### src/rtl/cpu_pkg.sv
// Shared CPU constants: control-bundle bit positions, bubble encoding and load funct3 codes.
package cpu_pkg;

   localparam int          CTRL_REG_WRITE  = 0;
   localparam int          CTRL_MEM_TO_REG = 1;

   // addi x0,x0,0 doubles as the pipeline bubble
   localparam logic [31:0] NOP_INSTR       = 32'h0000_0013;

   localparam logic [2:0]  F3_LB           = 3'b000;
   localparam logic [2:0]  F3_LH           = 3'b001;
   localparam logic [2:0]  F3_LW           = 3'b010;
   localparam logic [2:0]  F3_LBU          = 3'b100;
   localparam logic [2:0]  F3_LHU          = 3'b101;

endpackage : cpu_pkg

### src/rtl/regfile_2r1w.sv
// 32x32 integer register file, two combinational read ports and one write port.
// x0 reads as zero; a write in flight is bypassed to readers of the same register.
module regfile_2r1w (
   input  logic        i_clk,
   input  logic        i_rst,
   input  logic        wr_en,
   input  logic [4:0]  wr_addr,
   input  logic [31:0] wr_data,
   input  logic [4:0]  rs1_addr,
   input  logic [4:0]  rs2_addr,
   output logic [31:0] rs1_data,
   output logic [31:0] rs2_data
);

   logic [31:0] regs [32];

   always_ff @(posedge i_clk or posedge i_rst) begin
      if (i_rst) begin
         for (int i = 0; i < 32; i++) begin
            regs[i] <= 32'h0;
         end
      end else if (wr_en && (wr_addr != 5'd0)) begin
         regs[wr_addr] <= wr_data;
      end
   end

   // Address 0 wins over the bypass so x0 stays zero even if a caller asserts wr_en for it
   always_comb begin
      rs1_data = regs[rs1_addr];
      if (rs1_addr == 5'd0) begin
         rs1_data = 32'h0;
      end else if (wr_en && (rs1_addr == wr_addr)) begin
         rs1_data = wr_data;
      end
   end

   always_comb begin
      rs2_data = regs[rs2_addr];
      if (rs2_addr == 5'd0) begin
         rs2_data = 32'h0;
      end else if (wr_en && (rs2_addr == wr_addr)) begin
         rs2_data = wr_data;
      end
   end

endmodule : regfile_2r1w

### src/rtl/q5_writeback.sv
// Write-back stage: result select, load-lane extraction, register-file commit with
// same-cycle bypass, and a 64-bit retired-instruction counter.
module q5_writeback #(
   parameter int          CTRL_WIDTH  = 16,
   parameter logic [31:0] NOP_INSTR   = cpu_pkg::NOP_INSTR,
   // Counter value after reset; nonzero only to exercise the wrap without 2^64 cycles
   parameter logic [63:0] INSTRET_INIT = 64'd0
) (
   input  logic                  i_clk,
   input  logic                  i_rst,
   input  logic [31:0]           i_alu_out,
   input  logic [31:0]           i_mem_rdata,
   input  logic [4:0]            i_reg_wr_port,
   input  logic [CTRL_WIDTH-1:0] i_ctrl_q4,
   input  logic [31:0]           i_instr,
   input  logic [4:0]            i_rs1_addr,
   input  logic [4:0]            i_rs2_addr,
   output logic [31:0]           o_rs1_data,
   output logic [31:0]           o_rs2_data,
   output logic                  o_wb_en,
   output logic [4:0]            o_wb_addr,
   output logic [31:0]           o_wb_data,
   output logic [63:0]           o_instret
);

   logic        wb_en;
   logic [2:0]  funct3;
   logic [1:0]  off;
   logic [7:0]  ld_byte;
   logic [15:0] ld_half;
   logic [31:0] load_data;
   logic [63:0] instret_q;

   assign funct3 = i_instr[14:12];
   assign off    = i_alu_out[1:0];
   assign wb_en  = i_ctrl_q4[cpu_pkg::CTRL_REG_WRITE] && (i_reg_wr_port != 5'd0);

   always_comb begin
      ld_byte = i_mem_rdata[7:0];
      case (off)
         2'd0:    ld_byte = i_mem_rdata[7:0];
         2'd1:    ld_byte = i_mem_rdata[15:8];
         2'd2:    ld_byte = i_mem_rdata[23:16];
         default: ld_byte = i_mem_rdata[31:24];
      endcase
   end

   // Misaligned halfwords fall back to the half selected by off[1]
   assign ld_half = off[1] ? i_mem_rdata[31:16] : i_mem_rdata[15:0];

   always_comb begin
      load_data = i_mem_rdata;
      case (funct3)
         cpu_pkg::F3_LB:  load_data = {{24{ld_byte[7]}}, ld_byte};
         cpu_pkg::F3_LBU: load_data = {24'h0, ld_byte};
         cpu_pkg::F3_LH:  load_data = {{16{ld_half[15]}}, ld_half};
         cpu_pkg::F3_LHU: load_data = {16'h0, ld_half};
         default:         load_data = i_mem_rdata;
      endcase
   end

   assign o_wb_en   = wb_en;
   assign o_wb_addr = i_reg_wr_port;
   assign o_wb_data = i_ctrl_q4[cpu_pkg::CTRL_MEM_TO_REG] ? load_data : i_alu_out;

   regfile_2r1w u_regfile (
      .i_clk    (i_clk),
      .i_rst    (i_rst),
      .wr_en    (wb_en),
      .wr_addr  (i_reg_wr_port),
      .wr_data  (o_wb_data),
      .rs1_addr (i_rs1_addr),
      .rs2_addr (i_rs2_addr),
      .rs1_data (o_rs1_data),
      .rs2_data (o_rs2_data)
   );

   // Bubbles share the NOP encoding, so any real addi x0,x0,0 is also left uncounted
   always_ff @(posedge i_clk or posedge i_rst) begin
      if (i_rst) begin
         instret_q <= INSTRET_INIT;
      end else if (i_instr != NOP_INSTR) begin
         instret_q <= instret_q + 64'd1;
      end
   end

   assign o_instret = instret_q;

   logic unused_ctrl;
   assign unused_ctrl = ^i_ctrl_q4[CTRL_WIDTH-1:2];

endmodule : q5_writeback

### config.mk
export PLATFORM = sky130hd
export DESIGN_NAME = q5_writeback
export DESIGN_NICKNAME = d
export VERILOG_FILES = /design/src/rtl/cpu_pkg.sv /design/src/rtl/regfile_2r1w.sv /design/src/rtl/q5_writeback.sv
export SDC_FILE = /design/constraint.sdc
export NUM_CORES = 2
export LEC_CHECK = 0
export BUFFER_PORTS_ARGS = -buffer_cell sky130_fd_sc_hd__buf_2
export CAP_MARGIN = 20
export CORE_ASPECT_RATIO = 0.9
export CORE_MARGIN = 5
export CORE_UTILIZATION = 62
export CTS_CLUSTER_DIAMETER = 80
export CTS_CLUSTER_SIZE = 12
export DETAILED_ROUTE_END_ITERATION = 12
export GPL_ROUTABILITY_DRIVEN = 0
export PLACE_DENSITY_LB_ADDON = 0.15
export SLEW_MARGIN = 15
export SYNTH_ARGS = -nofsm -noshare
export SYNTH_HDL_FRONTEND = slang
export SYNTH_SLANG_ARGS = --single-unit
### constraint.sdc
create_clock -name i_clk -period 37.9 [get_ports i_clk]
set_input_delay 1.895 -clock i_clk [delete_from_list [all_inputs] [get_ports i_clk]]
set_output_delay 1.895 -clock i_clk [all_outputs]
set_load 0.05 [all_outputs]
==> key figures <==
GRT
  • Grt ovf: 0
  • Initial antenna violation count: 4
  • Vias in the first global route: 44.5k
  • Pin count of the biggest net entering global routing: 188
  • All-Layer GR Usage: 38.9%
  • First-pass GRT wire length: 282000 um

Synthesis
  • Top_reg_cell synth: dfrtp_1
  • Flops & latches, synth: 1088
  • Cell variety after synth: 63
  • Cell accounting for the most synthesized area: dfrtp_1
  • Syn_nets: 5425
  • Yosys warnings: 0
  • Per-instance average area after synthesis: 10.6 sq um
  • Synth top area share: 48.4%
  • Top cells by area, synth: dfrtp_1, mux4_2, o21ai_0, nand2_1, a22oi_1
  • Synthesized area: 56200 sq um
  • Asr flop ratio synth: 100%
  • Sequential area share after synthesis: 48.4%
  • Number of synthesized flops with an enable pin: 0
  • Cell count after synthesis: ~5.3k

Power
  • Switching Fraction: 31.6%
  • Internal power: 2140 uW
  • Pwr Density: 51.0 nW/um^2
  • Logic gate share of total power: 22.2%
  • Peak VDD IR: between 0.00003 and 0.00004 V
  • Pleak: around 0.027 uW
  • Sequential share of power: 48.6%
  • Share of total power in the clock network: 29.2%
  • Psw: between 900 and 1000 uW

Worst setup path
  • CP endpoint kind: primary output
  • Crit start category: input port
  • WP data required: 36.00 ns
  • CP Class: input port to primary output
  • R2r worst-path depth: 7
  • Worst Path Arrival: 5.91 ns
  • Crit path max fanout: 82
  • R2r setup slk: 35.22 ns

Cells and area
  • Final non-filler cell total: about 6.5k
  • Nets@finish: 5401
  • Share of layout cells above drive strength 1: 20.6%
  • Filler cells: around 6.7k
  • Most frequent cells in the layout: dfrtp_1, nand2_1, o21ai_0
  • Commonest non-fill, non-tap cell in the layout: dfrtp_1
  • Area grow syn2layout: 8.98%

Timing
  • Layout Skew: about 0.010 ns
  • Setup TNS: 0 ns
  • Slew Limit Headroom: between 10% and 20%
  • Fin. max-slew vios: 0
  • Final Critical Period: 7.80 ns
  • Final WS setup: 30.10 ns
  • Worst slew pin tran: 1.21 ns
  • RSZ-0062 raised after global routing: false
  • Setup violators final: 0
  • F_max: 128 MHz
  • Final Hold Viols: 0
  • Final period util: 20.6%
  • Min Hold Slack: 0.396 ns

CTS
  • Htree depth: 3
  • TritonCTS clock tree: built
  • Clk pin slew, worst setup/hold paths: 0.06 ns
  • Total CTS buffers: 100
  • Worst-skew pair later-pin latency: 0.68 ns
  • CTS Hold Bufs: 0
  • Root Buffer: clkbuf_16
  • Setup bufs post-CTS: 0
  • PostCTS Resize Cnt: 0
  • Clk sink count: 1088
  • Max Root-Sink Buffers: 3

Status
  • Status: completed

Detailed routing
  • Post-route ant nets: 0
  • Drt pass-1 iters: 6
  • Routed WL: 188000 um
  • Avg WL per Cell: 29.2 um
  • 1st-iter DRT viols: 6278
  • Avg Vias per Cell: ~7.0
  • # DRC: 0
  • Vias post-DR: between 40k and 50k

Floorplanning
  • Die Wd: 327 um
  • Initial core utilization: 62.6%
  • Cell Rows: 104
  • IO Pins: roughly 300
  • DIE AREA: 96800 sq um
  • DIE HEIGHT: 296 um
  • Core area: 89800 sq um

Worst hold path
  • Hold depth: 0
  • Worst min path class: register to register

Placed design
  • DP Cell Count: about 6.3k
  • IO Port Bufs: 280
  • Post-Place Worst Slack: 30.13 ns
  • DP HPWL: 116000 um

Flow run
  • Max-cap violations: 0
-- final cells by class --
cell class / instances / area (sq um) / area share [%]
Antenna cell: 9 / 22.5 / 0.0367
Clock buffer: 101 / 2530 / 4.12
Clock inverter: 7 / 130 / 0.212
Inverter: 48 / 188 / 0.306
Multi-Input combinational cell: 3624 / 27200 / 44.4
Sequential cell: 1088 / 27200 / 44.4
Tap cell: 1166 / 1460 / 2.38
Timing Repair Buffer: 409 / 2530 / 4.13
-- registers in the layout, indices dropped and copies added (netlist names) --
signal and count:
o_instret 64, u_regfile.regs 1024
-- stage by stage --
| step | utilization (%) | instance area (sq um) | power, uW |
|---|---|---|---|
| after floorplan | - | 56200 | 2010 |
| final | 68.3 | 61300 | 3130 |
| after global placement | 65.2 | 58600 | 2180 |
| after global routing | 68.2 | 61300 | 3260 |
| after CTS | 68.2 | 61200 | 3120 |
| after detailed placement | 65.2 | 58600 | 2210 |
-- final timing paths --
kind | startpoint | end
max | i_rs2_addr[0] | o_rs2_data[7]
min | u_regfile.regs[1019] | u_regfile.regs[1019]
max reg2reg | o_instret[3] | o_instret[56]
min reg2reg | u_regfile.regs[1019] | u_regfile.regs[1019]
max in group asynchronous | i_rst | u_regfile.regs[244]
min in group asynchronous | i_rst | u_regfile.regs[942]
-- critical path: stages --
cell and delay (ns):
buf_8 0.42, buf_12 0.58, buf_4 0.77, and2_1 0.84, a22o_1 0.27, nor2_1 0.06
a21oi_1 0.17, o2111a_1 0.32, a211oi_1 0.10, buf_2 0.26
-- synthesized netlist by cell type, drive strengths merged (9+ instances only) --
cell    number
a211oi      62
inv         46
nor3        26
nor4        15
o21ai     1018
nand2b       9
dfrtp     1088
nor2       134
a31oi       17
a221oi      32
a21oi       47
xor2        30
and3        17
clkbuf     420
nand2     1117
a22oi      210
xnor2       43
o22ai       22
buf        115
nor2b       13
mux4       423
mux2        47
nand4       61
nand3       46
mux2i      150
-- power groups by stage --
stage	combinational, uW	sequential, uW	clock (uW)
finish	693	1520	913
global route	755	1540	964
CTS	686	1510	919
detailed placement	683	1530	0
global placement	662	1510	0
floorplan	516	1490	0
-- routing by layer --
metal	global-route usage (%)	share of wire (%)
met1	53.5	38
met2	56.2	43
met3	14.9	14
met4	17.1	5.1
met5	0.338	0.027
-- kinds of logic after synthesis --
kind of cell	synth area share, %
XOR/XNOR	1.14
flip-flops	48.4
adder cells (fa/ha/maj)	0.0222
buffers and inverters	4.12
AND/OR/NAND/NOR	10.7
AO/OA/AOI/OAI	15.1
multiplexers	20.5
Note: power is estimated with default switching activity, not from simulation.
